File: config.mk
export PLATFORM = sky130hd
export DESIGN_NAME = cpu_seq_ctrl
export DESIGN_NICKNAME = d
export VERILOG_FILES = /design/src/rtl/cpu_seq_ctrl.sv
export SDC_FILE = /design/constraint.sdc
export NUM_CORES = 1
export LEC_CHECK = 0
export BUFFER_PORTS_ARGS = -buffer_cell sky130_fd_sc_hd__buf_4
export CORE_MARGIN = 10
export CORE_UTILIZATION = 54
export CTS_CLUSTER_DIAMETER = 100
export CTS_CLUSTER_SIZE = 40
export DETAILED_ROUTE_END_ITERATION = 10
export MAX_ROUTING_LAYER = met4
export PLACE_DENSITY_LB_ADDON = 0.1
export SLEW_MARGIN = 20
export SYNTH_ARGS = -nofsm -noshare
export SYNTH_HDL_FRONTEND = slang
export SYNTH_SLANG_ARGS = --single-unit
File: constraint.sdc
create_clock -name i_clk -period 3.3 [get_ports i_clk]
set_input_delay 0.33 -clock i_clk [delete_from_list [all_inputs] [get_ports i_clk]]
set_output_delay 0.33 -clock i_clk [all_outputs]
set_load 0.02 [all_outputs]
File: src/rtl/cpu_seq_ctrl.sv
// Multi-cycle control sequencer for the 8-bit CPU datapath: fetches 32-bit instructions over a
// req/ack port, decodes them and drives register-file/ALU control, PC and retire counter.
module cpu_seq_ctrl #(
    parameter logic [31:0] RESET_PC      = 32'h0000_0000,
    parameter int unsigned PC_STEP       = 4,
    parameter int unsigned FETCH_TIMEOUT = 16
) (
    input  logic        i_clk,
    input  logic        i_rst,
    input  logic        i_run,
    output logic        o_imem_req,
    output logic [31:0] o_imem_addr,
    input  logic        i_imem_ack,
    input  logic [31:0] i_imem_rdata,
    output logic [2:0]  o_rf_raddr1,
    output logic [2:0]  o_rf_raddr2,
    output logic [2:0]  o_rf_waddr,
    output logic        o_rf_we,
    output logic [2:0]  o_alu_op,
    output logic        o_imm_sel,
    output logic [7:0]  o_imm_val,
    output logic [31:0] o_pc,
    output logic [15:0] o_instr_count,
    output logic        o_busy,
    output logic        o_err,
    output logic [1:0]  o_err_code
);

    localparam int unsigned    CntW    = (FETCH_TIMEOUT > 1) ? $clog2(FETCH_TIMEOUT) : 1;
    localparam logic [CntW-1:0] CntLast = CntW'(FETCH_TIMEOUT - 1);
    localparam logic [7:0]     OpMax   = 8'h05;

    typedef enum logic [2:0] {
        StIdle,
        StFetch,
        StDecode,
        StExecute,
        StWriteback,
        StErr
    } state_e;

    state_e          r_state;
    logic [31:0]     r_pc;
    logic [31:0]     r_ir;
    logic [15:0]     r_instr_count;
    logic [CntW-1:0] r_tmo_cnt;
    logic            r_imem_req;
    logic            r_rf_we;
    logic [2:0]      r_alu_op;
    logic            r_imm_sel;
    logic            r_err;
    logic [1:0]      r_err_code;

    logic [7:0]      w_opcode;
    logic            w_legal;
    logic            w_unused;

    assign w_opcode = i_imem_rdata[31:24];
    assign w_legal  = (w_opcode <= OpMax);
    // ir[23:19] and ir[15:11] carry no meaning for this instruction set
    assign w_unused = ^{r_ir[23:19], r_ir[15:11]};

    always_ff @(posedge i_clk) begin
        if (!i_rst) begin
            r_state       <= StIdle;
            r_pc          <= RESET_PC;
            r_ir          <= 32'h0;
            r_instr_count <= 16'h0;
            r_tmo_cnt     <= '0;
            r_imem_req    <= 1'b0;
            r_rf_we       <= 1'b0;
            r_alu_op      <= 3'b000;
            r_imm_sel     <= 1'b0;
            r_err         <= 1'b0;
            r_err_code    <= 2'b00;
        end else begin
            r_rf_we <= 1'b0;
            case (r_state)
                StIdle: begin
                    if (i_run) begin
                        r_state    <= StFetch;
                        r_imem_req <= 1'b1;
                    end
                end
                StFetch: begin
                    if (i_imem_ack) begin
                        r_ir       <= i_imem_rdata;
                        r_alu_op   <= w_legal ? w_opcode[2:0] : 3'b000;
                        r_imm_sel  <= (w_opcode == 8'h00);
                        r_imem_req <= 1'b0;
                        r_tmo_cnt  <= '0;
                        r_state    <= StDecode;
                    end else if (r_tmo_cnt == CntLast) begin
                        r_imem_req <= 1'b0;
                        r_tmo_cnt  <= '0;
                        r_err      <= 1'b1;
                        r_err_code <= 2'b10;
                        r_state    <= StErr;
                    end else begin
                        r_tmo_cnt <= r_tmo_cnt + CntW'(1);
                    end
                end
                StDecode: begin
                    if (r_ir[31:24] > OpMax) begin
                        r_err      <= 1'b1;
                        r_err_code <= 2'b01;
                        r_state    <= StErr;
                    end else begin
                        r_state <= StExecute;
                    end
                end
                StExecute: begin
                    // Registered so the pulse lands exactly on the WRITEBACK cycle
                    r_rf_we <= 1'b1;
                    r_state <= StWriteback;
                end
                StWriteback: begin
                    r_pc          <= r_pc + PC_STEP;
                    r_instr_count <= r_instr_count + 16'd1;
                    if (i_run) begin
                        r_state    <= StFetch;
                        r_imem_req <= 1'b1;
                    end else begin
                        r_state <= StIdle;
                    end
                end
                StErr: begin
                    r_state <= StErr;
                end
                default: begin
                    r_state <= StIdle;
                end
            endcase
        end
    end

    assign o_imem_req    = r_imem_req;
    assign o_imem_addr   = r_imem_req ? r_pc : 32'h0;
    assign o_rf_raddr1   = r_ir[10:8];
    assign o_rf_raddr2   = r_ir[2:0];
    assign o_rf_waddr    = r_ir[18:16];
    assign o_rf_we       = r_rf_we;
    assign o_alu_op      = r_alu_op;
    assign o_imm_sel     = r_imm_sel;
    assign o_imm_val     = r_ir[7:0];
    assign o_pc          = r_pc;
    assign o_instr_count = r_instr_count;
    assign o_busy        = (r_state != StIdle) && (r_state != StErr);
    assign o_err         = r_err;
    assign o_err_code    = r_err_code;

endmodule

# [Word-level counts from Yosys, hierarchy flattened]
# Cells that the tools add are included.
[totals] ramBits=0 latch_bits=0 mem_bits_ro=0 n_memories=0 input_bits=36 ff_bits=96
[op_classes] shift=0 bitwise_logic=0 n_eq_ne=13 n_mul=0 n_addsub=3 reduce_logical=11 muxes=23 magnitude_cmp=2 div=0
[ops] op="$add A32 B3 Y32 const B" n=1
[ops] op="$mux W32" n=1
[ops] op="$pmux W3 S6" n=1
[ops] op="$add A16 B1 Y16 const B" n=1
[ops] op="$mux W3" n=5
[ops] op="$gt A8 B3 Y1 const B" n=1
[ops] op="$le A8 B3 Y1 const B" n=1
[ops] op="$logic_not A8 Y1" n=1
[ops] op="$mux W1" n=8
[ops] op="$mux W4" n=2
[ops] op="$ne A2 B2 Y1 const B" n=4
[ops] op="$eq A3 B2 Y1 const B" n=2
[ops] op="$eq A3 B3 Y1 const B" n=2
[ops] op="$mux W2" n=3
[ops] op="$ne A3 B3 Y1 const B" n=2
[ops] op="$add A4 B1 Y4 const B" n=1
[ops] op="$eq A4 B4 Y1 const B" n=1
[ops] op="$pmux W1 S2" n=2
[ops] op="$pmux W2 S2" n=1
[ops] op="$reduce_and A2 Y1" n=2
[ops] op="$reduce_and A4 Y1" n=1
[ops] op="$reduce_bool A2 Y1" n=2
[ops] op="$eq A3 B1 Y1 const B" n=1
[ops] op="$logic_not A3 Y1" n=1
[ops] op="other kinds (5)" n=5

# [Depth between registers and ports, before layout]
# Gate-level depths: netlist (run 1).
[depth] ltp_word=4 ltp_mapped=6 depth_no_buf=5

# [Worst setup path after synthesis (run 1)]
# Ideal clock, no wire load.
[synth_path] path_type="register -> register" from="register r_pc[2] (netlist: o_pc[2])" to="register r_pc[24] (netlist: o_pc[24])" setup_time_ns=0.072 stages_incl_launch_ff=7 synth_period_minus_slack_ns=1.776 slack_ns=1.524 t_required_ns=3.228 n_path_buf=1 arrival_ns=1.704 cell_sequence="dfxtp_1 > ha_1 > nand2_1 > or2_1 > buf_2 > nor4_1 > mux2i_1"
[synth_between] elab_chain_cells=1
[synth_lines] item="start, declared" line_no="43" source="logic [31:0] r_pc;"
[synth_lines] item="start signal, assigned" line_no="118" source="r_pc <= r_pc + PC_STEP;"
[synth_lines] item="$add A32 B3 Y32" line_no="118"
# Every way passes these cells.
# A chain may end at the register's enable or synchronous reset.

# [Worst setup path in the final report (run 1)]
[layout_path] from="register r_state[2]" to="register r_pc[27] (netlist: o_pc[27])"
[layout_between] elab_chain_cells=1
[layout_lines] item="start, declared" line_no="42" source="state_e r_state;"
[layout_lines] item="start signal, assigned" line_no="65" source="r_state <= StIdle;"
[layout_lines] item="start signal, assigned" line_no="81" source="r_state <= StFetch;"
[layout_lines] item="start signal, assigned" line_no="92" source="r_state <= StDecode;"
[layout_lines] item="$eq A3 B3 Y1" line_no="78" source="case (r_state)"
# Every way passes these cells.

==> summary by stage, run 1 <==
Timing
For the pin with the worst max-slew slack, the measured transition is 0.824 ns. The setup clock skew after layout is 0.0166 ns. The number of hold-slack violations in the final timing report is 0. The clock period minus final worst setup slack is 2.44 ns.

Setup violations remaining at the end of the flow were counted as 0. Dividing the final minimum period by the clock period gives 0.739. The number of pins exceeding their max-slew limit in the final report was 0. Setup repair after global routing left no endpoint under its margin. Adding up every negative setup slack in the final design gives 0 ns. The maximum clock frequency is 0.410 GHz. The worst-case headroom to the max-slew limit is 0.450.

Power
Of the total power, the share spent switching nets is 0.253. The share of total power dissipated in the clock network is 0.388. IR analysis of the VDD net gives a maximum drop of 230 uV.

The leakage power of the design is 2.04 nW. The total internal power is 1.46 mW. The share of total power dissipated in combinational logic is 0.080. The sequential share of power is 0.533. Summed over all nets, the switching power comes to 0.497 mW. For this design the ratio of total power to cell area is 386 nW/um^2.

Synth
The main flop type after synthesis is sky130_fd_sc_hd__dfxtp_1. The biggest area contributor in the post-synthesis netlist is sky130_fd_sc_hd__dfxtp_1. Counting flops with a built-in enable in the synthesized netlist gives 0. After synthesis, the share of flip-flops with an asynchronous set or reset is 0. After synthesis, the mean cell area works out to 8.26 sq um.

The cell area that synthesis handed to floorplanning was 4020 sq um. Counting flops and latches in the post-synthesis netlist gives 83. Ranked by total cell area, the synthesized netlist is headed by sky130_fd_sc_hd__dfxtp_1, sky130_fd_sc_hd__a21oi_1, sky130_fd_sc_hd__nand2_1. The count of yosys warnings during synthesis is 0. Synthesis handed over a netlist of 486 instances.

The number of different library cells used by synthesis comes to 48. The area fraction of the dominant cell type after synthesis is 0.414. Of the synthesized area, sequential elements account for 0.414.

Setup path
For the worst setup path, the data arrival time is 2.71 ns. The worst register-to-register path begins at r_state[2]. The category of the worst setup path capture point is a flip-flop.

The most critical setup path has its startpoint at r_state[2]. STA classifies the critical path startpoint as a flip-flop. Among all stages on the critical path, the largest delay is contributed by sky130_fd_sc_hd__dfxtp_1. On the worst path, the slowest cell contributes a delay of 0.65 ns. The worst register-to-register path has a setup slack of 0.86 ns.

The path type of the worst setup path is flip-flop to flip-flop. In this run the worst path has a maximum fanout of 17. The reg-to-reg endpoint is o_pc[27]. The required time at the endpoint of the critical path is 3.57 ns. The number of buffers and inverters on the critical path is 1. The critical path goes through nor3b_2, buf_4, nand4_1, or4_1, a21oi_1. The critical path depth in cells is 5. Broken down by cell family, the worst path's largest delay share belongs to simple AND/OR/NAND/NOR gates. Counting cells, the worst reg-to-reg path comes to 5. In this run the worst setup path terminates at o_pc[27].

Placed design
The total cell area at the placement stage is 4870 sq um. The placer's final routability congestion estimate is 0.810. The placed wire-length estimate after detailed placement is 7330 um. The count of input and output buffers is 128.

Route
The total vias in the final route is 3685. After detailed routing, the total wire length is 10100 um. The violation count after the first detailed-routing iteration is 178. The DRC violation count after routing is 0. The first detailed-routing pass ran for 4 iterations. In the detailed route, the total length drawn on met3 is 724 um. The routed design uses 4860 um of met2 wire. In the final routed layout, each cell accounts on average for 14.8 um. Dividing the detail-routed via count by the number of cells gives 5.36.

The detailed router used layers up to and including met4. The detailed router put a total of 4490 um of wire on met1. The remaining antenna violation count is 0.

Clock tree
Once the clock tree was built, the setup fixing pass inserted 0 buffers. The CTS clock-pin slew for the worst setup and hold paths is 0.09 ns. In this run the deepest clock path goes through 2 buffers. At the later pin of the worst-skew pair, clock insertion delay measures 0.35 ns.

The CTS sink count is 83. The H-tree was split into 3 levels. The number of buffers added by the clock tree synthesis step is 9.

The number of hold-repair buffers added at the cts stage is 0. The cell at the root of the clock tree is sky130_fd_sc_hd__clkbuf_8. The CTS tree is done. The number of cells upsized or downsized after cts is 0.

Cells and area
The filler cell count is 616. The antenna diode instance count is 0. In the final layout, the share of cells above drive strength 1 is 0.265.

Leaving out fill and tap cells, the most frequent cells in the layout are sky130_fd_sc_hd__buf_4, sky130_fd_sc_hd__dfxtp_1, sky130_fd_sc_hd__nand2_1. The most common cell after layout, fill and taps aside is sky130_fd_sc_hd__buf_4. The signed area change from the synthesized netlist to the final layout is 26.4%. The total number of nets in the final design is 622. For this run, the share of the core covered by cells in the final layout is 0.700. After routing the design area is 5080 sq um.

Status
The run finished with clean final reports.

GRT
Entering global routing, the biggest net connects 48 pins. The via count of the first global-routing pass is 3501. The number of antenna violations at the first check in global routing is 0. The wire length of the first global-routing pass is 16600 um.

Global routing finished with a remaining overflow of 0. In the global route stage, overall resource usage came out at 0.177.

Floorplanning
From bottom edge to top edge, the die measures 106 um. The starting utilization of the core area is 0.554. The area inside the core boundary is 7250 sq um.

The floorplan has 31 rows. In this run the horizontal extent of the chip is 106 um. The number of I/O pins is 143. The total die area is 11300 sq um.

Worst hold path
The tightest min-delay check is of the input pin to flip-flop type. In this run the most critical hold path is launched from i_imem_rdata[4].

Flow run
The max-cap check violation count is 0.
-- sequential cells by signal, summed over array words and instances (netlist names), 2 cells and up --
| name | cells |
|---|---|
| o_alu_op | 3 |
| o_err_code | 2 |
| r_state | 3 |
| r_ir | 21 |
| o_pc | 30 |
| o_instr_count | 16 |
| r_tmo_cnt | 4 |
-- cell type report --
cell class | instances | area (sq um) | share of cell area
Multi-Input combinational cell | 351 | 2070 | 0.408
Sequential cell | 83 | 1660 | 0.327
Timing Repair Buffer | 131 | 983 | 0.194
Clock buffer | 10 | 138 | 0.0271
Tap cell | 99 | 124 | 0.0244
Clock inverter | 6 | 71.3 | 0.0140
Inverter | 7 | 26.3 | 0.00517
-- through the flow --
stage | power (mW) | hold WS, ns | std cells | worst slack (ns)
finish | 1.96 | 0.221 | 687 | 0.860
global placement | 1.22 | 0.442 | 671 | 0.969
CTS | 1.98 | 0.206 | 687 | 0.862
global route | 2.05 | 0.202 | 687 | 0.563
floorplan | 1.17 | 0.436 | 489 | 1.52
detailed placement | 1.23 | 0.447 | 671 | 0.894
-- kinds of logic after synthesis --
logic type                 Yosys count  synth area share
and+or+nand+nor                    233             0.321
muxes                                8            0.0202
DFF                                 83             0.414
adders and majority gates            3           0.00935
xor gates and xnor gates            16            0.0349
AOI/OAI and AO/OA                   87             0.124
buffers and inverters               55            0.0757
other                                1          0.000934
-- cell usage after synthesis, types with 3 or more instances --
master / number
sky130_fd_sc_hd__a21oi_1: 53
sky130_fd_sc_hd__a32oi_1: 3
sky130_fd_sc_hd__and2_1: 37
sky130_fd_sc_hd__and3_1: 5
sky130_fd_sc_hd__and4_1: 6
sky130_fd_sc_hd__buf_2: 6
sky130_fd_sc_hd__buf_4: 22
sky130_fd_sc_hd__clkbuf_1: 19
sky130_fd_sc_hd__dfxtp_1: 83
sky130_fd_sc_hd__ha_1: 3
sky130_fd_sc_hd__inv_1: 6
sky130_fd_sc_hd__mux2i_1: 7
sky130_fd_sc_hd__nand2_1: 68
sky130_fd_sc_hd__nand2b_1: 7
sky130_fd_sc_hd__nand3_1: 18
sky130_fd_sc_hd__nand4_1: 13
sky130_fd_sc_hd__nor2_1: 24
sky130_fd_sc_hd__nor3_1: 6
sky130_fd_sc_hd__nor3b_1: 3
sky130_fd_sc_hd__nor4_1: 7
sky130_fd_sc_hd__o21ai_0: 12
sky130_fd_sc_hd__o31ai_1: 13
sky130_fd_sc_hd__or3_1: 9
sky130_fd_sc_hd__or4_1: 15
sky130_fd_sc_hd__xnor2_1: 7
sky130_fd_sc_hd__xor2_1: 9
-- worst min-delay path by stage --
stage                     depth (start not counted)       end
after floorplan                                   2  r_ir[30]
after global placement                            2  r_ir[17]
after detailed placement                          2  r_ir[10]
after CTS                                         3  r_ir[10]
after global routing                              3   r_ir[4]
final                                             3   r_ir[4]
-- metal layers --
| metal | global-route usage | vias to the layer above |
|---|---|---|
| li1 | - | 1878 |
| met1 | 0.208 | 1687 |
| met2 | 0.288 | 115 |
| met3 | 0.0568 | 5 |
| met4 | 0.0435 | 0 |
| met5 | - | - |
-- power by group through the flow --
stage | combinational [mW] | clock, mW | sequential (mW)
CTS | 0.158 | 0.778 | 1.05
floorplan | 0.116 | 0 | 1.06
global route | 0.172 | 0.828 | 1.05
finish | 0.156 | 0.760 | 1.04
global placement | 0.152 | 0 | 1.07
detailed placement | 0.157 | 0 | 1.07
-- worst reg2reg max path, stage by stage, from the launching register on --
cell	delay [ns]
sky130_fd_sc_hd__dfxtp_1	0.65
sky130_fd_sc_hd__nor3b_2	0.25
sky130_fd_sc_hd__buf_4	0.21
sky130_fd_sc_hd__nand4_1	0.46
sky130_fd_sc_hd__or4_1	0.64
sky130_fd_sc_hd__a21oi_1	0.15
No activity file was read; power rests on OpenSTA's default activity.
==> run 2, diff against run 1 <==
CORE_UTILIZATION = 50   (was 54)
clock period = 2.28 ns   (was 3.3 ns; I/O delays follow)
==> summary by stage, run 2 (synthesized netlist as in run 1, its figures left out) <==
Route
The violation count after the first detailed-routing iteration is 142. The remaining antenna violation count is 0. The routed layout has 3684 vias. The final wirelength is 10100 um. The via-per-instance ratio is 5.28. For this run, design rule violations remaining after detail routing come to 0. The wire length per cell is 14.5 um. The pre-antenna-repair detailed-routing pass consisted of 4 iterations.

Timing
Counting I/O delays and the setup requirement, the final critical path takes 1.94 ns. Between clock sinks in the finished design, the worst skew comes to 0.00895 ns. Setup repair after global routing left no endpoint under its margin. The maximum clock frequency is 0.516 GHz. In the final timing run, aggregate negative setup slack is 0 ns.

Of the available clock period, the critical path in the final layout requires 0.850. The smallest setup slack after layout is 0.342 ns. The number of pins exceeding their max-slew limit in the final report is 0.

The number of hold-slack violations in the final timing report is 0. The final setup violation count is 0.

Cells and area
After filler insertion, the fill cell instance count of the layout stands at 682. The area of combinational cells with multiple inputs is 2070 sq um. The signed area change from the synthesized netlist to the final layout is 28.6%. Registers take 1660 sq um.

The most common cell after layout, fill and taps aside is sky130_fd_sc_hd__buf_4. In the final design database the tool counted 631 nets. The antenna diode instance count is 0. The top cell types in the final layout, fill and taps aside, are sky130_fd_sc_hd__buf_4, sky130_fd_sc_hd__dfxtp_1, sky130_fd_sc_hd__nand2_1. Of the cells placed in the final design, the portion with a size suffix greater than 1 is 0.273. The flip-flop count of the largest register after layout is 30.

Setup path
The critical path goes through and4_1, nand4_2, or4_1, a21oi_1. Measured in cells, the most critical reg-to-reg path has a length of 4. The master of the slowest instance on the critical path is sky130_fd_sc_hd__or4_1. The critical path crosses 4 cells after its start point. Among cell families on the critical path, the largest total delay comes from simple AND/OR/NAND/NOR gates. Together, buffers and inverters on the worst path number 0.

The maximum cell stage delay along the critical path is 0.61 ns. The critical path is of the flip-flop to flip-flop type. STA puts the critical path data required time at 2.55 ns. The startpoint identified for the worst register-to-register timing path is o_pc[14]. The worst-case register-to-register setup slack is 0.34 ns. The origin of the worst setup path is o_pc[14]. The category of the worst setup path capture point is a flip-flop.

Of all nets on the critical path, the largest fanout is 17. Following the worst setup path forward leads to its endpoint at o_pc[27]. The endpoint identified for the worst register-to-register timing path is o_pc[27]. STA puts the critical path data arrival time at 2.21 ns. The worst setup path is launched from a flip-flop.

Clock tree
The number of buffers added by the clock tree synthesis step is 9. The clock latency on the worst-skew pair is 0.34 ns. In this run the post-CTS setup repair buffer count came out at 0. The number of cells upsized or downsized after cts is 0.

In this run the number of H-tree levels came out at 3. The CTS tree is done. Clock tree synthesis found a total of 83 sinks. Hold repair after CTS inserted 0 buffers.

The CTS clock-pin slew for the worst setup and hold paths is 0.08 ns. The cell at the root of the clock tree is sky130_fd_sc_hd__clkbuf_8. In this run the deepest clock path goes through 2 buffers.

GRT
The overall fraction of global-route tracks in use is 0.171. For this run, global-route usage on met1 was measured as 0.212. The most crowded layer after global routing is met2. Global routing finished with a remaining overflow of 0. For met3 alone, demand over resource in global routing was 0.0398.

The number of antenna violations at the first check in global routing is 0. Entering global routing, the biggest net connects 33 pins. The wire length of the first global-routing pass is 16700 um. For this run, global-route usage on met2 was measured as 0.273. The via count of the first global-routing pass is 3548.

Power
Of the total power, the clock network draws 0.411. Summed over all nets, the switching power comes to 0.664 mW. Of the total power, registers draw 0.503.

The part of the power in combinational logic is 0.086. The power per cell area is 574 nW/um^2. Summed over all cells, the static leakage comes to 2.09 nW. The worst-case IR drop observed on VDD is 285 uV. The total internal power is 2.30 mW.

Of the total power, the share spent switching nets is 0.224.

Placed design
Detailed placement ended at an HPWL of 7550 um. The post-place setup slack is 0.380 ns. Routability-driven placement finished with a final weighted congestion of 0.821. The count of input and output buffers is 128.

Flow run
Max-cap violations in this run came to 0.

Status
The flow ran to the end, and the final reports show no timing, DRC or antenna violations.

Floorplanning
The floorplan step set the die height to 110 um. The floorplan step defined a die boundary enclosing 12000 sq um. The floorplan has 32 rows. The core region is 7770 sq um. For this design the top-level I/O count stands at 143.

For this configuration, the core starts out at a cell density of 0.517. The floorplan step set the die width to 110 um.

Worst hold path
The tightest min-delay check is of the input pin to flip-flop type.
## run 2: cell types whose count changed in the layout (fill, tap and decap cells not counted), sizes merged
cell,delta
buf,+9
clkinvlp,-1
inv,-3
bufinv,+2
clkinv,+1
## run 2: final cells by class
cell class	instances	area share
tap	102	0.0247
clock inverter	5	0.0199
multi-input combinational	351	0.400
timing repair buffer	140	0.204
clock buffer	10	0.0247
inverter	7	0.00509
sequential	83	0.322
## run 2: how the worst min path moves through the flow
stage	start	end	slack, ns	depth (start not counted)
floorplan	i_imem_rdata[10]	r_ir[10]	0.36	2
global placement	o_imm_sel	o_imm_sel	0.44	2
detailed placement	r_ir[7]	r_ir[7]	0.45	2
CTS	i_imem_rdata[10]	r_ir[10]	0.12	3
global route	i_imem_rdata[4]	r_ir[4]	0.13	3
finish	i_imem_rdata[10]	r_ir[10]	0.13	3
## run 2: stage by stage
| step | instances | instance area, sq um | total power [mW] | utilization | hold slack (ns) |
|---|---|---|---|---|---|
| after floorplan | 489 | 4030 | 1.70 | - | 0.364 |
| after global placement | 683 | 4930 | 1.78 | 0.635 | 0.440 |
| after detailed placement | 683 | 4930 | 1.78 | 0.635 | 0.450 |
| after CTS | 698 | 5160 | 3.00 | 0.665 | 0.116 |
| after global routing | 698 | 5160 | 3.08 | 0.665 | 0.125 |
| final | 698 | 5160 | 2.96 | 0.665 | 0.132 |
## run 2: worst register-to-register path, stage by stage, from the launching register on
cell                      delay (ns)
sky130_fd_sc_hd__dfxtp_1        0.46
sky130_fd_sc_hd__and4_1         0.29
sky130_fd_sc_hd__nand4_2        0.36
sky130_fd_sc_hd__or4_1          0.62
sky130_fd_sc_hd__a21oi_1        0.14
## run 2: power by group through the flow
stage | logic (mW) | registers [mW] | clock network [mW]
2_1_floorplan | 0.168 | 1.53 | 0
3_3_place_gp | 0.252 | 1.52 | 0
3_5_place_dp | 0.258 | 1.53 | 0
4_1_cts | 0.259 | 1.49 | 1.25
5_1_grt | 0.284 | 1.50 | 1.30
6_report | 0.256 | 1.49 | 1.22
## run 2: per-layer routing
metal	vias to the layer above	routed length (um)
met5	-	0
met4	0	48
met3	5	714
met2	101	4800
met1	1682	4550
li1	1896	-
==> run 3, diff against run 2 <==
CELL_PAD_IN_SITES_DETAIL_PLACEMENT = 2   (was not set)
CELL_PAD_IN_SITES_GLOBAL_PLACEMENT = 2   (was not set)
CORE_UTILIZATION = 28   (was 50)
RECOVER_POWER = 100   (was not set)
==> summary by stage, run 3 (synthesized netlist as in run 1, its figures left out) <==
Timing
At the pin with the least slew margin, the transition time is 0.571 ns. Timing would allow up to 0.505 GHz. The number of hold-slack violations in the final timing report came to 0. Subtracting the final worst setup slack from the clock period gives 1.98 ns. The final setup violation count is 0. The setup clock skew after layout is 0.00847 ns. In the finished design, the share of the clock period the worst path needs comes to 0.868. Setup total negative slack on the finished layout was measured at 0 ns. Headroom to the max-slew limit came out at 0.614. The number of pins exceeding their max-slew limit in the final report is 0. Setup repair after global routing left no endpoint under its margin.

Clock tree
The count of buffers added by post-CTS timing repair for setup is 0. The number of buffers added by the clock tree synthesis step is 9. The CTS clock-pin slew for the worst setup and hold paths is 0.06 ns. The CTS tree is done. At the later pin of the worst-skew pair, clock insertion delay measures 0.34 ns. The number of cells upsized or downsized after cts is 0. CTS placed an instance of sky130_fd_sc_hd__clkbuf_16 at the clock tree root. The number of hold-repair buffers added at the cts stage is 0. The longest clock path from root to sink contains 2 buffers. CTS built an H-tree with a depth of 3.

The CTS sink count is 83.

Setup path
The worst setup path is of the flip-flop to flip-flop kind. The worst setup path is captured at a flip-flop. Counting both buffers and inverters, the worst setup path holds a total of 0. The master of the slowest instance on the critical path is sky130_fd_sc_hd__or4_1. The worst-case reg-to-reg path depth is 4. The kind of start point of the critical path is a flip-flop.

In this run the critical register-to-register path is captured at o_pc[29]. The worst-case register-to-register setup slack is 0.30 ns. The critical path goes through and4_1, nand4_2, or4_1, a21oi_1. The origin of the worst setup path is o_pc[14]. Of all nets on the critical path, the largest fanout is 17.

At the worst endpoint, the arrival time is 2.25 ns. The kind of cell adding the most delay to the critical path is simple AND/OR/NAND/NOR gates. The launching point of the worst reg2reg path is o_pc[14]. The maximum cell stage delay along the critical path is 0.63 ns. The required time at the endpoint of the critical path is 2.55 ns.

Placed design
Routability-driven placement finished with a final weighted congestion of 0.762. Counting tap cells, the placed design contains a total of 759 instances. During placement, the flow inserted port buffers numbering 128.

In this run the cell area measured after placement is 5030 sq um. The wire-length estimate of the detail-placed layout is 9620 um.

Route
The final layout contains routed wiring with a total length of 13100 um. Dividing the detail-routed wire length by the instance count gives 16.8 um. The DRC violation count after routing is 0. The number of search-and-repair iterations in the first detailed-routing pass is 4. The violation count after the first detailed-routing iteration is 122.

The via-per-instance ratio is 4.99. The total vias in the final route is 3868. The count of nets left with antenna violations once routing finished came out at 0.

Floorplanning
143 I/O pins were placed. The die boundary width is 140 um. The vertical die dimension is 140 um. In this run the standard cell core region covers 14000 sq um. For this configuration, the core starts out at a cell density of 0.287. The number of rows in the core area is 43. The die covers 19500 sq um.

Cells and area
The fraction of final layout cells sized beyond drive strength 1 is 0.133. The flip-flop count of the largest register after layout is 30. The library cells used most frequently in the layout, excluding fill and tap cells, are sky130_fd_sc_hd__dfxtp_1, sky130_fd_sc_hd__clkbuf_1, sky130_fd_sc_hd__nand2_1. The signed area change from the synthesized netlist to the final layout is 24.6%. The repair_antennas step left the layout with diodes totalling 0. Leaving out fill and tap cells, the most frequent cell in the layout is sky130_fd_sc_hd__dfxtp_1. The total number of nets in the final design is 629. For this run, the share of the core covered by cells in the final layout is 0.358. The count of cells in the finished layout, fillers not included, comes to 775.

The final instance area is 5000 sq um.

GRT
The number of antenna violations at the first check in global routing is 0. The pin count of the biggest net entering global routing is 51. The wire length of the first global-routing pass is 22200 um. The via count of the first global-routing pass is 4287.

In the global route stage, overall resource usage came out at 0.138. For this run the aggregate overflow at the end of global routing stands at 0.

Power
The worst supply voltage drop on vdd is 439 uV. The power per cell area is 637 nW/um^2. The leakage power of the design is 1.74 nW.

Status
The flow ran to the end, and the final reports show no timing, DRC or antenna violations.

Worst hold path
The type of the worst min-delay path is input pin to flip-flop. The worst hold path was traced through 3 stages. The worst hold path terminates at r_ir[4]. The worst min-delay path startpoint is i_imem_rdata[4].

Flow run
The max-cap check violation count is 0.
## run 3: changes by cell type in the layout (fill, tap and decap cells not counted), moves of 2 or more
cell and delta:
sky130_fd_sc_hd__bufinv_16 -2, sky130_fd_sc_hd__clkbuf_16 +9, sky130_fd_sc_hd__and2_1 -28, sky130_fd_sc_hd__clkbuf_2 +3, sky130_fd_sc_hd__and2_0 +28, sky130_fd_sc_hd__clkbuf_1 +81, sky130_fd_sc_hd__buf_4 -84, sky130_fd_sc_hd__clkbuf_8 -8
## run 3: final cells by class
cell class	count	area, sq um
fill	1651	8980
multi-input combinational	351	2050
sequential	83	1660
timing repair buffer	138	748
clock buffer	14	254
tap	180	225
clock inverter	2	35.0
inverter	7	26.3
## run 3: worst reg2reg max path: cells and delay by family, from the launching register on
kind | cells | cell delay (ns)
AND/OR/NAND/NOR | 3 | 1.30
flip-flops | 1 | 0.47
AO/OA/AOI/OAI | 1 | 0.15
## run 3: report_power, final
| group | internal (mW) | switching [mW] | total (mW) |
|---|---|---|---|
| Combinational | 0.0877 | 0.161 | 0.249 |
| Clock | 0.879 | 0.569 | 1.45 |
| Sequential | 1.48 | 0.0164 | 1.49 |
| Total | 2.44 | 0.747 | 3.19 |
## run 3: worst max-delay path by stage
stage	end	cells after the start	slack, ns
final	o_pc[29]	4	0.30
after global routing	o_pc[29]	4	0.08
after CTS	o_pc[29]	4	0.28
after detailed placement	o_pc[29]	4	0.28
after global placement	o_pc[20]	5	0.36
after floorplan	o_pc[24]	6	0.50
## run 3: metal layers
metal | global-route usage | vias to the layer above | share of wire
met5 | - | - | 0
li1 | - | 1889 | -
met2 | 0.222 | 87 | 0.47
met4 | 0.0457 | 0 | 0.012
met3 | 0.0357 | 9 | 0.044
met1 | 0.165 | 1883 | 0.47
## run 3: metrics by stage
stage          setup slack [ns]  power [mW]  hold WS (ns)
2_1_floorplan             0.504        1.70         0.364
3_3_place_gp              0.361        1.79         0.442
3_5_place_dp              0.283        1.80         0.450
4_1_cts                   0.279        3.28         0.125
5_1_grt                  0.0781        3.35         0.142
6_report                  0.300        3.19         0.137
